--- src/rtl/demo_scene_sequencer_if.sv ---
// Bundle between the demo top and the scene sequencer: video timing and user
// controls toward the sequencer, scene / fade / offset controls back.
interface demo_scene_sequencer_if #(
    parameter int SCENE_W = 2,
    parameter int OFS_W   = 10
);
    logic               vsync;
    logic               pause;
    logic               skip;
    logic               frame_tick;
    logic [SCENE_W-1:0] scene;
    logic [1:0]         fade;
    logic               bitmap_en;
    logic [OFS_W-1:0]   ofs_a;
    logic [OFS_W-1:0]   ofs_b;
    logic [OFS_W-1:0]   ofs_c;

    modport master (
        output vsync, pause, skip,
        input  frame_tick, scene, fade, bitmap_en, ofs_a, ofs_b, ofs_c
    );

    modport slave (
        input  vsync, pause, skip,
        output frame_tick, scene, fade, bitmap_en, ofs_a, ofs_b, ofs_c
    );
endinterface

--- src/rtl/demo_scene_sequencer.sv ---
// Frame-rate scene controller: vsync edge detect, fade-in/show/fade-out timeline,
// three bouncing offset animators and a per-scene bitmap enable, all in the clk domain.
module demo_scene_sequencer #(
    parameter int                    NUM_SCENES     = 4,
    parameter int                    SCENE_W        = 2,
    parameter int                    SCENE_FRAMES   = 240,
    parameter int                    FADE_STEP      = 8,
    parameter int                    CNT_W          = 9,
    parameter int                    OFS_W          = 10,
    parameter int                    OFS_MAX        = 200,
    parameter logic [NUM_SCENES-1:0] SCENE_BMP_MASK = 4'b0101
) (
    input  logic                  clk,
    input  logic                  rst_n,
    demo_scene_sequencer_if.slave bus
);
    localparam logic [1:0] ST_FADE_IN  = 2'd0;
    localparam logic [1:0] ST_SHOW     = 2'd1;
    localparam logic [1:0] ST_FADE_OUT = 2'd2;

    localparam logic [CNT_W-1:0] FADE_LAST  = CNT_W'(FADE_STEP - 1);
    localparam logic [CNT_W-1:0] SHOW_LAST  = CNT_W'(SCENE_FRAMES - 1);
    localparam logic [OFS_W-1:0] OFS_TOP    = OFS_W'(OFS_MAX);
    localparam logic [OFS_W-1:0] OFS_B_INIT = OFS_W'(100);
    localparam logic [OFS_W-1:0] STEP_AB    = OFS_W'(1);
    localparam logic [OFS_W-1:0] STEP_C     = OFS_W'(2);

    // Returns {next_down, next_ofs}; the extra bit keeps ofs+step from wrapping.
    function automatic logic [OFS_W:0] bounce(input logic [OFS_W-1:0] ofs,
                                              input logic             down,
                                              input logic [OFS_W-1:0] step);
        logic [OFS_W:0] ext_ofs;
        logic [OFS_W:0] ext_step;
        logic [OFS_W:0] res;
        ext_ofs  = {1'b0, ofs};
        ext_step = {1'b0, step};
        if (!down) begin
            if ((ext_ofs + ext_step) >= {1'b0, OFS_TOP}) begin
                res = {1'b1, OFS_TOP};
            end else begin
                res = {1'b0, ofs + step};
            end
        end else begin
            if (ext_ofs <= ext_step) begin
                res = {1'b0, {OFS_W{1'b0}}};
            end else begin
                res = {1'b1, ofs - step};
            end
        end
        return res;
    endfunction

    logic               vsync_q_r;
    logic               skip_q_r;
    logic               skip_pend_r;
    logic               frame_tick_r;
    logic [1:0]         state_r;
    logic [CNT_W-1:0]   frame_cnt_r;
    logic [1:0]         fade_r;
    logic [SCENE_W-1:0] scene_r;
    logic               bitmap_en_r;
    logic [OFS_W-1:0]   ofs_a_r;
    logic [OFS_W-1:0]   ofs_b_r;
    logic [OFS_W-1:0]   ofs_c_r;
    logic               down_a_r;
    logic               down_b_r;
    logic               down_c_r;

    logic               active_s;
    logic               skip_edge_s;
    logic [1:0]         state_nx_s;
    logic [CNT_W-1:0]   cnt_nx_s;
    logic [1:0]         fade_nx_s;
    logic               advance_s;
    logic [OFS_W:0]     anim_a_s;
    logic [OFS_W:0]     anim_b_s;
    logic [OFS_W:0]     anim_c_s;

    assign active_s    = frame_tick_r & ~bus.pause;
    assign skip_edge_s = bus.skip & ~skip_q_r;
    assign anim_a_s    = bounce(ofs_a_r, down_a_r, STEP_AB);
    assign anim_b_s    = bounce(ofs_b_r, down_b_r, STEP_AB);
    assign anim_c_s    = bounce(ofs_c_r, down_c_r, STEP_C);

    // Frame and skip edge detection; an active tick consumes the pending skip,
    // so an edge landing on that same clock survives for the next tick.
    always_ff @(posedge clk or negedge rst_n) begin
        if (!rst_n) begin
            vsync_q_r    <= 1'b0;
            skip_q_r     <= 1'b0;
            frame_tick_r <= 1'b0;
            skip_pend_r  <= 1'b0;
        end else begin
            vsync_q_r    <= bus.vsync;
            skip_q_r     <= bus.skip;
            frame_tick_r <= bus.vsync & ~vsync_q_r;
            if (active_s) begin
                skip_pend_r <= skip_edge_s;
            end else begin
                skip_pend_r <= skip_pend_r | skip_edge_s;
            end
        end
    end

    // Timeline next-state: fade ramps, show hold and skip handling.
    always_comb begin
        state_nx_s = state_r;
        cnt_nx_s   = frame_cnt_r;
        fade_nx_s  = fade_r;
        advance_s  = 1'b0;
        case (state_r)
            ST_FADE_IN: begin
                if (skip_pend_r) begin
                    cnt_nx_s = {CNT_W{1'b0}};
                    if (fade_r == 2'd0) begin
                        advance_s = 1'b1;
                    end else begin
                        state_nx_s = ST_FADE_OUT;
                    end
                end else if (frame_cnt_r == FADE_LAST) begin
                    cnt_nx_s = {CNT_W{1'b0}};
                    if (fade_r >= 2'd2) begin
                        fade_nx_s  = 2'd3;
                        state_nx_s = ST_SHOW;
                    end else begin
                        fade_nx_s = fade_r + 2'd1;
                    end
                end else begin
                    cnt_nx_s = frame_cnt_r + CNT_W'(1);
                end
            end
            ST_SHOW: begin
                if (skip_pend_r || (frame_cnt_r == SHOW_LAST)) begin
                    cnt_nx_s   = {CNT_W{1'b0}};
                    state_nx_s = ST_FADE_OUT;
                end else begin
                    cnt_nx_s = frame_cnt_r + CNT_W'(1);
                end
            end
            ST_FADE_OUT: begin
                if (frame_cnt_r == FADE_LAST) begin
                    cnt_nx_s = {CNT_W{1'b0}};
                    if (fade_r <= 2'd1) begin
                        fade_nx_s  = 2'd0;
                        advance_s  = 1'b1;
                        state_nx_s = ST_FADE_IN;
                    end else begin
                        fade_nx_s = fade_r - 2'd1;
                    end
                end else begin
                    cnt_nx_s = frame_cnt_r + CNT_W'(1);
                end
            end
            default: begin
                state_nx_s = ST_FADE_IN;
                cnt_nx_s   = {CNT_W{1'b0}};
                fade_nx_s  = 2'd0;
            end
        endcase
    end

    // Timeline and animator registers advance only on active ticks.
    always_ff @(posedge clk or negedge rst_n) begin
        if (!rst_n) begin
            state_r     <= ST_FADE_IN;
            frame_cnt_r <= {CNT_W{1'b0}};
            fade_r      <= 2'd0;
            scene_r     <= {SCENE_W{1'b0}};
            ofs_a_r     <= {OFS_W{1'b0}};
            ofs_b_r     <= OFS_B_INIT;
            ofs_c_r     <= {OFS_W{1'b0}};
            down_a_r    <= 1'b0;
            down_b_r    <= 1'b1;
            down_c_r    <= 1'b0;
        end else if (active_s) begin
            state_r     <= state_nx_s;
            frame_cnt_r <= cnt_nx_s;
            fade_r      <= fade_nx_s;
            if (advance_s) begin
                scene_r <= scene_r + SCENE_W'(1);
            end else begin
                scene_r <= scene_r;
            end
            {down_a_r, ofs_a_r} <= anim_a_s;
            {down_b_r, ofs_b_r} <= anim_b_s;
            {down_c_r, ofs_c_r} <= anim_c_s;
        end else begin
            state_r <= state_r;
        end
    end

    // Bitmap enable is looked up from the registered scene, one cycle behind it.
    always_ff @(posedge clk or negedge rst_n) begin
        if (!rst_n) begin
            bitmap_en_r <= SCENE_BMP_MASK[0];
        end else begin
            bitmap_en_r <= SCENE_BMP_MASK[scene_r];
        end
    end

    assign bus.frame_tick = frame_tick_r;
    assign bus.scene      = scene_r;
    assign bus.fade       = fade_r;
    assign bus.bitmap_en  = bitmap_en_r;
    assign bus.ofs_a      = ofs_a_r;
    assign bus.ofs_b      = ofs_b_r;
    assign bus.ofs_c      = ofs_c_r;
endmodule

--- src/flat_wrapper.sv ---
// flat-port wrapper written by rule: the top's interface ports become plain ports
module demo_scene_sequencer_flat 
#(
    parameter int                    NUM_SCENES     = 4,
    parameter int                    SCENE_W        = 2,
    parameter int                    SCENE_FRAMES   = 240,
    parameter int                    FADE_STEP      = 8,
    parameter int                    CNT_W          = 9,
    parameter int                    OFS_W          = 10,
    parameter int                    OFS_MAX        = 200,
    parameter logic [NUM_SCENES-1:0] SCENE_BMP_MASK = 4'b0101
)
  (clk, rst_n, bus_vsync, bus_pause, bus_skip, bus_frame_tick, bus_scene, bus_fade, bus_bitmap_en, bus_ofs_a, bus_ofs_b, bus_ofs_c);
  demo_scene_sequencer_if #(.SCENE_W(SCENE_W), .OFS_W(OFS_W)) bus_i ();
  input  logic clk;
  input  logic rst_n;
  input wire logic [$bits(bus_i.vsync)-1:0] bus_vsync;
  input wire logic [$bits(bus_i.pause)-1:0] bus_pause;
  input wire logic [$bits(bus_i.skip)-1:0] bus_skip;
  output wire logic [$bits(bus_i.frame_tick)-1:0] bus_frame_tick;
  output wire logic [$bits(bus_i.scene)-1:0] bus_scene;
  output wire logic [$bits(bus_i.fade)-1:0] bus_fade;
  output wire logic [$bits(bus_i.bitmap_en)-1:0] bus_bitmap_en;
  output wire logic [$bits(bus_i.ofs_a)-1:0] bus_ofs_a;
  output wire logic [$bits(bus_i.ofs_b)-1:0] bus_ofs_b;
  output wire logic [$bits(bus_i.ofs_c)-1:0] bus_ofs_c;
  assign bus_i.vsync = bus_vsync;
  assign bus_i.pause = bus_pause;
  assign bus_i.skip = bus_skip;
  assign bus_frame_tick = bus_i.frame_tick;
  assign bus_scene = bus_i.scene;
  assign bus_fade = bus_i.fade;
  assign bus_bitmap_en = bus_i.bitmap_en;
  assign bus_ofs_a = bus_i.ofs_a;
  assign bus_ofs_b = bus_i.ofs_b;
  assign bus_ofs_c = bus_i.ofs_c;
  demo_scene_sequencer #(.NUM_SCENES(NUM_SCENES), .SCENE_W(SCENE_W), .SCENE_FRAMES(SCENE_FRAMES), .FADE_STEP(FADE_STEP), .CNT_W(CNT_W), .OFS_W(OFS_W), .OFS_MAX(OFS_MAX), .SCENE_BMP_MASK(SCENE_BMP_MASK)) u_core (.clk(clk), .rst_n(rst_n), .bus(bus_i));
endmodule
--- config.mk ---
export PLATFORM = sky130hd
export DESIGN_NAME = demo_scene_sequencer_flat
export DESIGN_NICKNAME = d
export VERILOG_FILES = /design/src/rtl/demo_scene_sequencer_if.sv /design/src/rtl/demo_scene_sequencer.sv /design/src/flat_wrapper.sv
export SDC_FILE = /design/constraint.sdc
export NUM_CORES = 1
export LEC_CHECK = 0
export ABC_AREA = 1
export BUFFER_PORTS_ARGS = -buffer_cell sky130_fd_sc_hd__buf_2
export CAP_MARGIN = 10
export CORE_ASPECT_RATIO = 2
export CORE_MARGIN = 5
export CORE_UTILIZATION = 53
export DETAILED_ROUTE_END_ITERATION = 10
export PLACE_DENSITY = 0.84
export SYNTH_ARGS = -nofsm -noshare
export SYNTH_HDL_FRONTEND = slang
export SYNTH_SLANG_ARGS = --single-unit
--- constraint.sdc ---
create_clock -name clk -period 3 [get_ports clk]
set_input_delay 0.15 -clock clk [delete_from_list [all_inputs] [get_ports clk]]
set_output_delay 0.15 -clock clk [all_outputs]
set_load 0.03 [all_outputs]
==> metrics.yaml <==
final_cells: 700
static_leakage_uw: 0.00220
power.share.switching_pct: 53.0
holdPathStages: 1
hold_viol: 0
period_utilization_post_route_pct: 63.3
post_drt_via_cell_ratio: 5.52
holdCritPathClass: "flop to flop"
ys_ff_latch: 52
finClkSkew_ns: 0.00980
globalplace.congestion: 0.972
hold_end: "u_core.bus.frame_tick$_DFF_PN0_"
yosysWarningCount: 0
hp-start: "u_core.vsync_q_r$_DFF_PN0_"
reg2regPathDepth: 9
synth-seq-area-share_pct: 33.7
synthDistinctLibCells: 40
status: "finished clean"
cts_buffers: 5
synthTopCellsByArea: "sky130_fd_sc_hd__dfrtp_1 (30%), sky130_fd_sc_hd__nand2_1 (13%), sky130_fd_sc_hd__nor2_1 (9.0%)"
grt_pass1_wl_um: 16900
cts.reportedPaths.clkPinSlew_ns: 0.07
globalRoute.totalOverflow: 0
number_of_drc_markers_in_iteration_0: 289
worstPathArrival_ns: 2.08
die_w_um: 70.5
p_int_uw: 1990
timing.critical_path.mode_cell: "sky130_fd_sc_hd__nand2_1"
timing.critical_path.slowest_cell_delay_ns: 0.43
antenna_cells_inserted: 0
critical_path.startpoint_type: "flop"
minimum_period_implied_by_the_final_worst_setup_slack_ns: 1.90
timing.reg2reg.setup_slack_ns: 1.10
grt_antenna_before_repair: 0
final_antenna_net_count: 0
total_wirelength_um: 9830
power.share.sequential_pct: 32.3
final.fill_count: 696
layout.nets: 624
clock_tree_from_tritoncts: "done"
vias: 3862
regToRegEndpoint: "u_core.bus.ofs_b[7]$_DFFE_PN0P_"
syn_area_um2: 3870
rsz0062_at_grt: "false"
placed_cells_incl_taps: 689
grt_start_max_net_pins: 53
detailedPlacementHpwl_um: 7360
drt-pass1-iter-count: 5
finalHoldWorstSlack_ns: 0.393
count_of_mapped_cells_out_of_synthesis: 569
synth_top_cell_area_share_pct: 30.4
grt_use_total_pct: 22.7
initial_utilization_pct: 53.7
timing.critical_path.from: "u_core.bus.ofs_b[0]$_DFFE_PN0P_"
die_y_um: 131
clk-insertion-delay-late_ns: 0.30
p_total_uw: 4240
area_growth_from_synthesis_to_layout_pct: 11.2
worstPathMaxFanout: 7
yosysTopAreaCell: "sky130_fd_sc_hd__dfrtp_1"
grt_pass1_vias: 3889
clockRootBuffer: "sky130_fd_sc_hd__clkbuf_16"
setup_violations: 0
peakVddDrop_uv: 654
critical_path_cell_list: "inv_1 > ha_1 > nor2_1 > nor2_1 > nand2_1 > nand2_1 > nand2_1 > a21oi_1 > a21oi_2"
h-tree-depth: 2
library_cell_contributing_the_largest_single_delay_on_the_critical_path: "sky130_fd_sc_hd__dfrtp_1"
io_pins: 41
slew_headroom_pct: 43.4
setup_total_negative_slack_ns: 0
final_layout_size_suffix_gt1_share_pct: 14.3
synth.net_count: 586
required_ns: 3.19
route.detailed.wl_per_inst_um: 14.0
power.density_nw_per_um2: 983
route.detailed.drc: 0
synth.avg_cell_area_um2: 6.81
setup.worst_path.end_class: "flop"
tightestPinTransition_ns: 0.850
path_class: "flop to flop"
total_switching_power_uw: 2250
r2r-start: "u_core.bus.ofs_b[0]$_DFFE_PN0P_"
power.share.combinational_pct: 53.9
post_cts_resized: 0
max-cap-violations: 0
fp.coreArea_um2: 7210
place.port_buffers: 39
drv_slew: 0
clk_buf_depth: 2
p_clk_share_pct: 13.8
die-area_um2: 9220
fp-row-count: 44
fmax_mhz: 527
clock_sinks: 52
==> flip-flops by register name (all words and copies together), names as in the netlist, 2 cells and up <==
register            cells
u_core.bus.ofs_a       10
u_core.bus.ofs_b       10
u_core.bus.ofs_c        9
u_core.frame_cnt_r      9
u_core.bus.fade         2
u_core.bus.scene        2
u_core.state_r          2
==> power groups by stage <==
| stage | Combinational, uW | Sequential, uW | Clock [uW] |
|---|---|---|---|
| 6_report | 2280 | 1370 | 586 |
| 5_1_grt | 2560 | 1430 | 629 |
| 4_1_cts | 2280 | 1360 | 601 |
| 3_5_place_dp | 2260 | 1370 | 0 |
| 3_3_place_gp | 2220 | 1360 | 0 |
| 2_1_floorplan | 1490 | 1590 | 0 |
==> how the worst max path moves through the flow <==
stage	endpoint	slack, ns	depth (start not counted)
after CTS	u_core.bus.ofs_b[7]$_DFFE_PN0P_	1.11	9
final	u_core.bus.ofs_b[7]$_DFFE_PN0P_	1.10	9
after floorplan	u_core.bus.ofs_a[3]$_DFFE_PN0P_	1.16	9
after global placement	u_core.bus.ofs_b[7]$_DFFE_PN0P_	1.17	9
after detailed placement	u_core.bus.ofs_a[3]$_DFFE_PN0P_	1.17	9
after global routing	u_core.bus.ofs_a[3]$_DFFE_PN0P_	0.92	9
==> metal layers <==
metal	wire (um)	track usage, %
met1	3560	22.7
met2	5330	42.9
met3	444	3.68
met4	496	13.9
met5	0	0
==> cells in the mapped netlist (all sizes together) <==
master	number
nor3	5
mux2i	1
a211oi	1
nor2	102
ha	12
o22ai	6
dfrtp	47
buf	11
nand2	145
xor2	24
o21ai	29
clkinv	2
clkbuf	3
o21bai	1
o211ai	4
xnor2	1
inv	67
a21oi	41
dfstp	5
conb	1
nand3	40
or2	1
nand3b	3
a31oi	3
nand4	14
==> placed cells by master, fill, tap and decap left out, types with 14 or more instances in the layout <==
cell type,instances
sky130_fd_sc_hd__nand4_1,14
sky130_fd_sc_hd__o21ai_0,24
sky130_fd_sc_hd__inv_1,66
sky130_fd_sc_hd__nand3_1,37
sky130_fd_sc_hd__dfrtp_1,47
sky130_fd_sc_hd__nand2_1,135
sky130_fd_sc_hd__xor2_1,24
sky130_fd_sc_hd__buf_2,39
sky130_fd_sc_hd__nor2_1,93
sky130_fd_sc_hd__a21oi_1,38
==> cell type report <==
cell class,instances,area (um2),area share (%)
multi-input cells,434,2230,51.8
clock inverters,3,21.3,0.494
repair buffers,45,248,5.75
inverters,69,260,6.04
flip-flops and latches,52,1310,30.4
well taps,92,115,2.67
clock buffers,5,125,2.90
==> cells by family after synthesis <==
group	Yosys count	share of synthesized area, %
multiplexers	1	0.258
XOR/XNOR	25	5.65
AND/OR/NAND/NOR	310	35.2
AO/OA/AOI/OAI	85	12.4
flip-flops	52	33.7
buffers and inverters	83	8.81
other	1	0.0968
adder cells (fa/ha/maj)	12	3.87
==> metrics by stage <==
step,util [%],worst slack [ns],cell area [um2]
floorplan,-,1.16,3870
global placement,57.3,1.17,4130
detailed placement,57.3,1.17,4130
CTS,59.7,1.11,4310
global route,59.7,0.918,4310
finish,59.7,1.10,4310
==> repair_timing <==
action / CTS / global route
setup endpoints to repair: 0 / 0
buffers inserted: 0 / 0
endpoints found under the hold margin: 32 / 0
hold buffers: 3 / 0
==> worst max-delay path: cells and delay by family (launching register included) <==
family                     cells  cell delay [ns]
and+or+nand+nor                5             0.53
adders and majority gates      1             0.26
DFF                            1             0.43
buffers and inverters          1             0.18
AOI/OAI and AO/OA              2             0.37
Power figures use the tool's default switching activity.
